--- src/rtl/mips_mc_pkg.sv ---
// Shared definitions for the multicycle MIPS control unit: state encoding,
// opcode/funct fields, ALU operations and datapath mux encodings.
// Optional feature macro: MC_JUMP_EN adds the JUMP state.
package mips_mc_pkg;

    typedef enum logic [3:0] {
        S_FETCH  = 4'd0,
        S_DECODE = 4'd1,
        S_MEMADR = 4'd2,
        S_MEMRD  = 4'd3,
        S_MEMWB  = 4'd4,
        S_MEMWR  = 4'd5,
        S_EXEC   = 4'd6,
        S_ALUWB  = 4'd7,
        S_BRANCH = 4'd8,
        S_ADDIEX = 4'd9,
        S_ADDIWB = 4'd10,
`ifdef MC_JUMP_EN
        S_JUMP   = 4'd11,
`endif
        S_FAULT  = 4'd15
    } state_t;

    // Opcodes (instr[31:26])
    localparam logic [5:0] OP_RTYPE = 6'b000000;
    localparam logic [5:0] OP_LW    = 6'b100011;
    localparam logic [5:0] OP_SW    = 6'b101011;
    localparam logic [5:0] OP_BEQ   = 6'b000100;
    localparam logic [5:0] OP_ADDI  = 6'b001000;
    localparam logic [5:0] OP_J     = 6'b000010;

    // R-type funct codes (instr[5:0])
    localparam logic [5:0] FN_ADD = 6'b100000;
    localparam logic [5:0] FN_SUB = 6'b100010;
    localparam logic [5:0] FN_AND = 6'b100100;
    localparam logic [5:0] FN_OR  = 6'b100101;
    localparam logic [5:0] FN_SLT = 6'b101010;

    // ALU operations
    localparam int         ALU_W   = 3;
    localparam logic [2:0] ALU_AND = 3'b000;
    localparam logic [2:0] ALU_OR  = 3'b001;
    localparam logic [2:0] ALU_ADD = 3'b010;
    localparam logic [2:0] ALU_SUB = 3'b110;
    localparam logic [2:0] ALU_SLT = 3'b111;

    // ALU B-operand select
    localparam logic [1:0] SRCB_B       = 2'b00;
    localparam logic [1:0] SRCB_FOUR    = 2'b01;
    localparam logic [1:0] SRCB_IMM     = 2'b10;
    localparam logic [1:0] SRCB_IMM_SH2 = 2'b11;

    // PC source select
    localparam logic [1:0] PCSRC_ALU    = 2'b00;
    localparam logic [1:0] PCSRC_ALUOUT = 2'b01;
    localparam logic [1:0] PCSRC_JUMP   = 2'b10;

    // Fault causes
    localparam logic [1:0] CAUSE_NONE        = 2'b00;
    localparam logic [1:0] CAUSE_MEM_TIMEOUT = 2'b01;
    localparam logic [1:0] CAUSE_ILLEGAL     = 2'b10;

endpackage

--- src/rtl/mips_alu_decoder.sv ---
// R-type funct to ALU operation decoder. Unknown funct codes raise
// illegal and drive an all-zero operation so nothing undefined leaks out.
module mips_alu_decoder
    import mips_mc_pkg::*;
(
    input  logic [5:0]       funct,
    output logic [ALU_W-1:0] alu_ctl,
    output logic             illegal
);

    // Map funct to ALU operation and flag anything outside the supported set
    always_comb begin
        alu_ctl = {ALU_W{1'b0}};
        illegal = 1'b0;
        case (funct)
            FN_ADD:  alu_ctl = ALU_ADD;
            FN_SUB:  alu_ctl = ALU_SUB;
            FN_AND:  alu_ctl = ALU_AND;
            FN_OR:   alu_ctl = ALU_OR;
            FN_SLT:  alu_ctl = ALU_SLT;
            default: begin
                alu_ctl = {ALU_W{1'b0}};
                illegal = 1'b1;
            end
        endcase
    end

endmodule

--- src/rtl/mips_multicycle_ctrl.sv ---
// Multicycle MIPS control FSM: sequences fetch/decode/execute/memory/
// writeback over a shared ALU and unified memory with a req/ready handshake
// and a watchdog on memory accesses. Faults (memory timeout, illegal
// instruction) are sticky until rst_n.
// Optional feature macro: MC_JUMP_EN enables the j instruction (JUMP state);
// without it opcode 000010 is treated as illegal.
module mips_multicycle_ctrl
    import mips_mc_pkg::*;
#(
    parameter int MEM_WAIT_MAX = 15,
    parameter int WAIT_CNT_W   = 4,
    parameter int ALUCTRL_W    = 3
) (
    input  logic                 clk,
    input  logic                 rst_n,
    input  logic [5:0]           opcode,
    input  logic [5:0]           funct,
    input  logic                 zero,
    input  logic                 mem_ready,
    output logic                 mem_req,
    output logic                 iord,
    output logic                 mem_write,
    output logic                 ir_write,
    output logic                 reg_dst,
    output logic                 mem_to_reg,
    output logic                 reg_write,
    output logic                 alu_src_a,
    output logic [1:0]           alu_src_b,
    output logic [ALUCTRL_W-1:0] alu_control,
    output logic [1:0]           pc_src,
    output logic                 pc_en,
    output logic                 fault,
    output logic [1:0]           fault_cause,
    output logic [3:0]           state_o
);

    state_t                state_q, state_d;
    logic [WAIT_CNT_W-1:0] wait_cnt_q, wait_cnt_d;
    logic                  fault_q, fault_d;
    logic [1:0]            fault_cause_q, fault_cause_d;

    logic                  mem_req_s, iord_s, mem_write_s, ir_write_s;
    logic                  reg_dst_s, mem_to_reg_s, reg_write_s, alu_src_a_s;
    logic                  pc_write_s, branch_s;
    logic [1:0]            alu_src_b_s, pc_src_s;
    logic [ALU_W-1:0]      alu_ctl_s, exec_ctl_s;
    logic                  exec_illegal_s, wait_limit_s;
    logic                  go_fault_s;
    logic [1:0]            go_cause_s;

    mips_alu_decoder u_alu_dec (
        .funct   (funct),
        .alu_ctl (exec_ctl_s),
        .illegal (exec_illegal_s)
    );

    // The watchdog fires when the counter has reached the limit and memory is still not ready
    assign wait_limit_s = (wait_cnt_q == WAIT_CNT_W'(MEM_WAIT_MAX));

    // Next state and per-state datapath controls; fault entry requests raised here
    always_comb begin
        state_d      = state_q;
        mem_req_s    = 1'b0;
        iord_s       = 1'b0;
        mem_write_s  = 1'b0;
        ir_write_s   = 1'b0;
        reg_dst_s    = 1'b0;
        mem_to_reg_s = 1'b0;
        reg_write_s  = 1'b0;
        alu_src_a_s  = 1'b0;
        alu_src_b_s  = SRCB_B;
        alu_ctl_s    = {ALU_W{1'b0}};
        pc_src_s     = PCSRC_ALU;
        pc_write_s   = 1'b0;
        branch_s     = 1'b0;
        go_fault_s   = 1'b0;
        go_cause_s   = CAUSE_NONE;

        case (state_q)
            S_FETCH: begin
                mem_req_s   = 1'b1;
                alu_src_b_s = SRCB_FOUR;
                alu_ctl_s   = ALU_ADD;
                if (mem_ready) begin
                    ir_write_s = 1'b1;
                    pc_write_s = 1'b1;
                    state_d    = S_DECODE;
                end else if (wait_limit_s) begin
                    state_d    = S_FAULT;
                    go_fault_s = 1'b1;
                    go_cause_s = CAUSE_MEM_TIMEOUT;
                end else begin
                    state_d = S_FETCH;
                end
            end
            S_DECODE: begin
                // Precompute the branch target into ALUOut while decoding
                alu_src_b_s = SRCB_IMM_SH2;
                alu_ctl_s   = ALU_ADD;
                case (opcode)
                    OP_LW, OP_SW: state_d = S_MEMADR;
                    OP_RTYPE:     state_d = S_EXEC;
                    OP_BEQ:       state_d = S_BRANCH;
                    OP_ADDI:      state_d = S_ADDIEX;
`ifdef MC_JUMP_EN
                    OP_J:         state_d = S_JUMP;
`else
                    OP_J: begin
                        state_d    = S_FAULT;
                        go_fault_s = 1'b1;
                        go_cause_s = CAUSE_ILLEGAL;
                    end
`endif
                    default: begin
                        state_d    = S_FAULT;
                        go_fault_s = 1'b1;
                        go_cause_s = CAUSE_ILLEGAL;
                    end
                endcase
            end
            S_MEMADR: begin
                alu_src_a_s = 1'b1;
                alu_src_b_s = SRCB_IMM;
                alu_ctl_s   = ALU_ADD;
                if (opcode == OP_SW) begin
                    state_d = S_MEMWR;
                end else begin
                    state_d = S_MEMRD;
                end
            end
            S_MEMRD: begin
                mem_req_s = 1'b1;
                iord_s    = 1'b1;
                if (mem_ready) begin
                    state_d = S_MEMWB;
                end else if (wait_limit_s) begin
                    state_d    = S_FAULT;
                    go_fault_s = 1'b1;
                    go_cause_s = CAUSE_MEM_TIMEOUT;
                end else begin
                    state_d = S_MEMRD;
                end
            end
            S_MEMWB: begin
                reg_write_s  = 1'b1;
                mem_to_reg_s = 1'b1;
                state_d      = S_FETCH;
            end
            S_MEMWR: begin
                mem_req_s   = 1'b1;
                iord_s      = 1'b1;
                mem_write_s = 1'b1;
                if (mem_ready) begin
                    state_d = S_FETCH;
                end else if (wait_limit_s) begin
                    state_d    = S_FAULT;
                    go_fault_s = 1'b1;
                    go_cause_s = CAUSE_MEM_TIMEOUT;
                end else begin
                    state_d = S_MEMWR;
                end
            end
            S_EXEC: begin
                alu_src_a_s = 1'b1;
                alu_src_b_s = SRCB_B;
                alu_ctl_s   = exec_ctl_s;
                if (exec_illegal_s) begin
                    state_d    = S_FAULT;
                    go_fault_s = 1'b1;
                    go_cause_s = CAUSE_ILLEGAL;
                end else begin
                    state_d = S_ALUWB;
                end
            end
            S_ALUWB: begin
                reg_write_s = 1'b1;
                reg_dst_s   = 1'b1;
                state_d     = S_FETCH;
            end
            S_BRANCH: begin
                alu_src_a_s = 1'b1;
                alu_src_b_s = SRCB_B;
                alu_ctl_s   = ALU_SUB;
                pc_src_s    = PCSRC_ALUOUT;
                branch_s    = 1'b1;
                state_d     = S_FETCH;
            end
            S_ADDIEX: begin
                alu_src_a_s = 1'b1;
                alu_src_b_s = SRCB_IMM;
                alu_ctl_s   = ALU_ADD;
                state_d     = S_ADDIWB;
            end
            S_ADDIWB: begin
                reg_write_s = 1'b1;
                state_d     = S_FETCH;
            end
`ifdef MC_JUMP_EN
            S_JUMP: begin
                pc_src_s   = PCSRC_JUMP;
                pc_write_s = 1'b1;
                state_d    = S_FETCH;
            end
`endif
            S_FAULT: begin
                state_d = S_FAULT;
            end
            default: begin
                // Unreachable encodings are treated as a corrupted control state
                state_d    = S_FAULT;
                go_fault_s = 1'b1;
                go_cause_s = CAUSE_ILLEGAL;
            end
        endcase
    end

    // Fault latching (first cause wins) and memory watchdog counter update
    always_comb begin
        fault_d       = fault_q;
        fault_cause_d = fault_cause_q;
        wait_cnt_d    = {WAIT_CNT_W{1'b0}};
        if (go_fault_s && !fault_q) begin
            fault_d       = 1'b1;
            fault_cause_d = go_cause_s;
        end else begin
            fault_d       = fault_q;
            fault_cause_d = fault_cause_q;
        end
        if (mem_req_s && !mem_ready && (state_d == state_q)) begin
            wait_cnt_d = wait_cnt_q + WAIT_CNT_W'(1);
        end else begin
            wait_cnt_d = {WAIT_CNT_W{1'b0}};
        end
    end

    // State, watchdog and fault registers with asynchronous reset
    always_ff @(posedge clk or negedge rst_n) begin
        if (!rst_n) begin
            state_q       <= S_FETCH;
            wait_cnt_q    <= {WAIT_CNT_W{1'b0}};
            fault_q       <= 1'b0;
            fault_cause_q <= CAUSE_NONE;
        end else begin
            state_q       <= state_d;
            wait_cnt_q    <= wait_cnt_d;
            fault_q       <= fault_d;
            fault_cause_q <= fault_cause_d;
        end
    end

    // Strobes are gated by rst_n so a reset mid-access drops them immediately
    assign mem_req     = mem_req_s & rst_n;
    assign mem_write   = mem_write_s & rst_n;
    assign ir_write    = ir_write_s & rst_n;
    assign reg_write   = reg_write_s & rst_n;
    assign pc_en       = (pc_write_s | (branch_s & zero)) & rst_n;
    assign iord        = iord_s;
    assign reg_dst     = reg_dst_s;
    assign mem_to_reg  = mem_to_reg_s;
    assign alu_src_a   = alu_src_a_s;
    assign alu_src_b   = alu_src_b_s;
    assign alu_control = ALUCTRL_W'(alu_ctl_s);
    assign pc_src      = pc_src_s;
    assign fault       = fault_q;
    assign fault_cause = fault_cause_q;
    assign state_o     = state_q;

endmodule

--- config.mk ---
export PLATFORM = sky130hd
export DESIGN_NAME = mips_multicycle_ctrl
export DESIGN_NICKNAME = d
export VERILOG_FILES = /design/src/rtl/mips_mc_pkg.sv /design/src/rtl/mips_alu_decoder.sv /design/src/rtl/mips_multicycle_ctrl.sv
export SDC_FILE = /design/constraint.sdc
export NUM_CORES = 1
export LEC_CHECK = 0
export ABC_AREA = 1
export ABC_CLOCK_PERIOD_IN_PS = 2700
export CORE_UTILIZATION = 46
export DETAILED_ROUTE_END_ITERATION = 8
export PLACE_DENSITY = 0.9
export SLEW_MARGIN = 20
export SYNTH_ARGS = -nofsm -noshare
export SYNTH_HDL_FRONTEND = slang
export SYNTH_SLANG_ARGS = --single-unit
--- constraint.sdc ---
create_clock -name clk -period 2.7 [get_ports clk]
set_input_delay 0.675 -clock clk [delete_from_list [all_inputs] [get_ports clk]]
set_output_delay 0.675 -clock clk [all_outputs]
set_load 0.01 [all_outputs]
======== Word-level counts from Yosys, hierarchy flattened ========
Index checks and enable logic that the tools add are counted.
storage, ports and cells
  output and inout port bits .............. 23
  word-level logic and storage cells ...... 87
  bits in registers ....................... 11
  input port bits ......................... 16
cells by class
  bitwise gates (word level) .............. 7
  reduce and logical (&&, ||, !) cells .... 18
  muxes and demuxes ....................... 35
  add/sub/neg operators ................... 1
  equal/unequal tests ..................... 22
operators by type and width
  cell                   number
  $eq A6 B6 Y1 const B   7
  $mux W4                8
  $pmux W4 S8            1
  $eq A4 B4 Y1 const B   5
  $mux W1                17
  $eq A4 B3 Y1 const B   4
  $pmux W4 S4            1
  $pmux W3 S4            1
  $reduce_or A4 Y1       3
  $reduce_or A5 Y1       2
  $pmux W3 S3            1
  $eq A4 B2 Y1 const B   2
  $pmux W2 S4            1
  $reduce_or A7 Y1       1
  $and A1 B1 Y1          6
  $eq A6 B3 Y1 const B   1
  $eq A6 B4 Y1 const B   1
  $logic_not A6 Y1       1
  $pmux W2 S3            1
  $reduce_or A2 Y1       3
  $reduce_or A3 Y1       2
  $add A4 B1 Y4 const B  1
  $eq A4 B1 Y1 const B   1
  $eq A4 B4 Y1           1
  7 further kinds        11

======== Longest topological paths before layout ========
  word-level depth ........................ 7
  depth in mapped cells ................... 12
  gate-level depth less buffers ........... 12

======== By module ========
A second synthesis with hierarchy kept.
second synthesis, totals
  cell total of the unflattened synthesis .. 188
  area, all modules ....................... 1,092.3 um^2
modules (own cells, without submodules)
  module                area each (um^2)  cells an instance  seq. area each (um^2)  instances
  mips_multicycle_ctrl  989.7             166                275.3                  1
  mips_alu_decoder      102.6             22                 0.0                    1

======== Worst setup path before layout ========
Ideal clock, no wire load.
  kind .................................... input to output
  start ................................... in funct[2]
  end ..................................... out alu_control[0]
  stages on the path ...................... 4
  path buffers ............................ 0
  required time ........................... 2.025 ns
  data arrival time ....................... 1.556 ns
  setup slack ............................. 0.469 ns
  cell sequence ........................... inv_1 -> nor2_1 -> nand3_1 -> a2111oi_0
between the ends
  word-level cells in the longest chain between the ends .. 3
  elaborated cells between the ends (all ways) .. 6
  those cells by class .................... 4 x eq/ne; 2 x mux
RTL lines
  item           line                        RTL
  from (decl)    mips_multicycle_ctrl.sv:17  input logic [5:0] funct,
  $eq A6 B6 Y1   mips_alu_decoder.sv:15      case (funct)
  $pmux W3 S4 *  mips_alu_decoder.sv:15
  $pmux W3 S3 *  mips_multicycle_ctrl.sv:79  case (state_q)
  to (decl)      mips_multicycle_ctrl.sv:29  output logic [ALUCTRL_W-1:0] alu_control,
Every way passes the cells marked *; elsewhere a longest branch is shown, timed or not.

======== Final worst setup path ========
  start ................................... in funct[5]
  end ..................................... out alu_control[2]
Same word-level chain as after synthesis.

==> impl_metrics.tcl <==
set metrics [dict create \
    vdd_drop_max_v 0.000346 \
    reg2regPathDepth 10 \
    crit_path_end_kind "output pin" \
    rrSetupSlack_ns 0.94 \
    ios 39 \
    first_pass_iters 4 \
    tns_ns 0 \
    n_antenna_cell 0 \
    grt_pass1_vias 966 \
    fin_nets 228 \
    cts_root_buf "clkbuf_4" \
    antenna_found_initial 0 \
    whs_ns 0.469 \
    drive_gt1_frac 0.114 \
    critPathRequiredTime_ns 2.03 \
    yosysTopAreaCell "dfrtp_1" \
    cts_hold_buffers 0 \
    portBuffers 37 \
    min_path_type "register to register" \
    grt_overflow 0 \
    grt_pass1_wl_microns 3770 \
    netlist_area_sq_um 966 \
    cp.arrival_ns 1.99 \
    syn-num-nets 181 \
    postCtsResizedCells 9 \
    hp-start "wait_cnt_q[0]$_DFF_PN0_" \
    wl_met3_microns 167 \
    numCtsBuffers 3 \
    final.period_utilization 0.987 \
    power.total_mw 0.321 \
    synth-compound-area-share 0.0933 \
    start_util 0.492 \
    criticalPathCategory "primary input to output pin" \
    wirelength_microns 2610 \
    core_area_sq_um 1960 \
    highest_layer "met4" \
    synthCells 164 \
    power_density_nw_per_um2 223 \
    antenna_left 0 \
    regToRegEndpoint "wait_cnt_q[2]$_DFF_PN0_" \
    die-area_sq_um 2290 \
    p_leak_nw 0.737 \
    crit_start "funct[5]" \
    yosys.area_share.adder 0.0130 \
    synth_top_family_by_area "simple AND/OR/NAND/NOR gates" \
    die_w_microns 47.8 \
    track_usage 0.240 \
    hold_violations 0 \
    hold_path_depth 1 \
    cp-start-kind "primary input" \
    cts_max_level 1 \
    netlist.area_leader.share 0.285 \
    synth.area.mux_share 0 \
    post_synth_xor_area_fraction 0.0181 \
    clk_latency_ns 0.26 \
    drtIter0Drc 23 \
    die_height_microns 47.8 \
    syn_to_final_growth_pct 48.8 \
    final_cell_mix "47 x nand2_1, 33 x clkdlybuf4s50_1, 30 x inv_1" \
    ys_types 23 \
    met2WireLength_microns 1310 \
    drc 0 \
    vias_per_cell 5.02 \
    r2r_start "state_o[1]$_DFF_PN0_" \
    ys_seq_elements 11 \
    cts_tree "yes" \
    final_common_cell "nand2_1" \
    grt_max_degree 12 \
    postCtsSetupRepairBufs 0 \
    drv_slew 0 \
    n_fill_cell 176 \
    crit_fanout 2 \
    post-route-util 0.733 \
    place_congestion 0.875 \
    fin_skew_ns 0.000748 \
    clock_sinks 11 \
    fmax_mhz 375 \
    setup_violations 0 \
    cts.path.max_buffers 2 \
    ys_seq_area_frac 0.285 \
    drt-met1-wl_microns 1100 \
    synthTopCellsByArea "dfrtp_1 28%, nand2_1 18%, inv_1 12%, nor2_1 9.7%, nand3_1 7.8%" \
    via_count 1189 \
    worst_hold_path.endpoint "wait_cnt_q[0]$_DFF_PN0_" \
    synth-simple-area-share 0.455 \
    yosys_warnings 0 \
    min_period_ns 2.66 \
    rsz0062_at_grt "true" \
    status "finished clean" \
    path_clk_slew_ns 0.06 \
    routedWlPerCell_microns 11.0 \
    dp_hpwl_microns 2190 \
    rows 16 \
    syn_avg_cell_area_sq_um 5.89 \
    maxCapViolations 0 \
]
==> state kept, by name (all words and copies together) (netlist names) <==
register,flops
fault,1
fault_cause,2
state_o,4
wait_cnt_q,4
==> layer usage <==
layer  vias to the layer above  global-route usage
li1                        613                   -
met1                       528               0.266
met3                         5              0.0453
met5                         -                   0
met2                        43               0.435
met4                         0               0.117
==> kinds of logic after synthesis <==
family | after synthesis
AOI/OAI and AO/OA | 15
xor gates and xnor gates | 2
adders and majority gates | 1
buffers and inverters | 32
DFF | 11
other | 1
and+or+nand+nor | 102
==> through the flow <==
stage          instances  area, sq um  worst slack, ns
3_3_place_gp         233         1410           -0.306
3_5_place_dp         233         1410           -0.390
5_1_grt              237         1440          -0.0159
4_1_cts              237         1420           0.0190
2_1_floorplan        164          966            0.469
6_report             237         1440           0.0355
==> cell type report <==
cell class,instances,area [sq um],share of cell area
Clock buffer,4,26.3,0.0183
Tap cell,27,33.8,0.0235
Sequential cell,11,278,0.193
Inverter,30,113,0.0783
Timing Repair Buffer,44,410,0.285
Multi-Input combinational cell,121,577,0.401
==> how the worst max path moves through the flow <==
stage	cells past startpoint	end	slack [ns]
3_5_place_dp	7	alu_control[2]	-0.39
4_1_cts	7	alu_control[1]	0.02
6_report	7	alu_control[2]	0.04
3_3_place_gp	7	alu_control[2]	-0.31
5_1_grt	6	alu_control[0]	-0.02
2_1_floorplan	4	alu_control[0]	0.47
==> report_power, final <==
group	switching [mW]	internal (mW)	leakage, nW
sequential	0	0.165	0.127
clock	0.0488	0.0571	0.0150
combinational	0.0232	0.0267	0.595
==> worst max-delay path, cell delays in order <==
cell	delay (ns)
clkdlybuf4s50_1	0.46
inv_1	0.06
nor2_2	0.09
nand4_1	0.10
or2_2	0.30
o22ai_1	0.14
buf_2	0.17
==> synthesized netlist by cell type <==
master,n
nor3_1,4
inv_1,30
conb_1,1
a21oi_2,1
o22ai_1,2
nand4_1,6
xor2_1,1
nand2_2,1
dfrtp_1,11
ha_1,1
nor2_2,2
nor2_4,1
nor2_1,25
xnor2_1,1
nand3_1,15
a22oi_1,1
o211ai_1,1
a2111oi_0,1
buf_4,2
nand2_1,47
or2_2,1
a21oi_1,5
o21ai_0,4
Power figures use the tool's default switching activity.
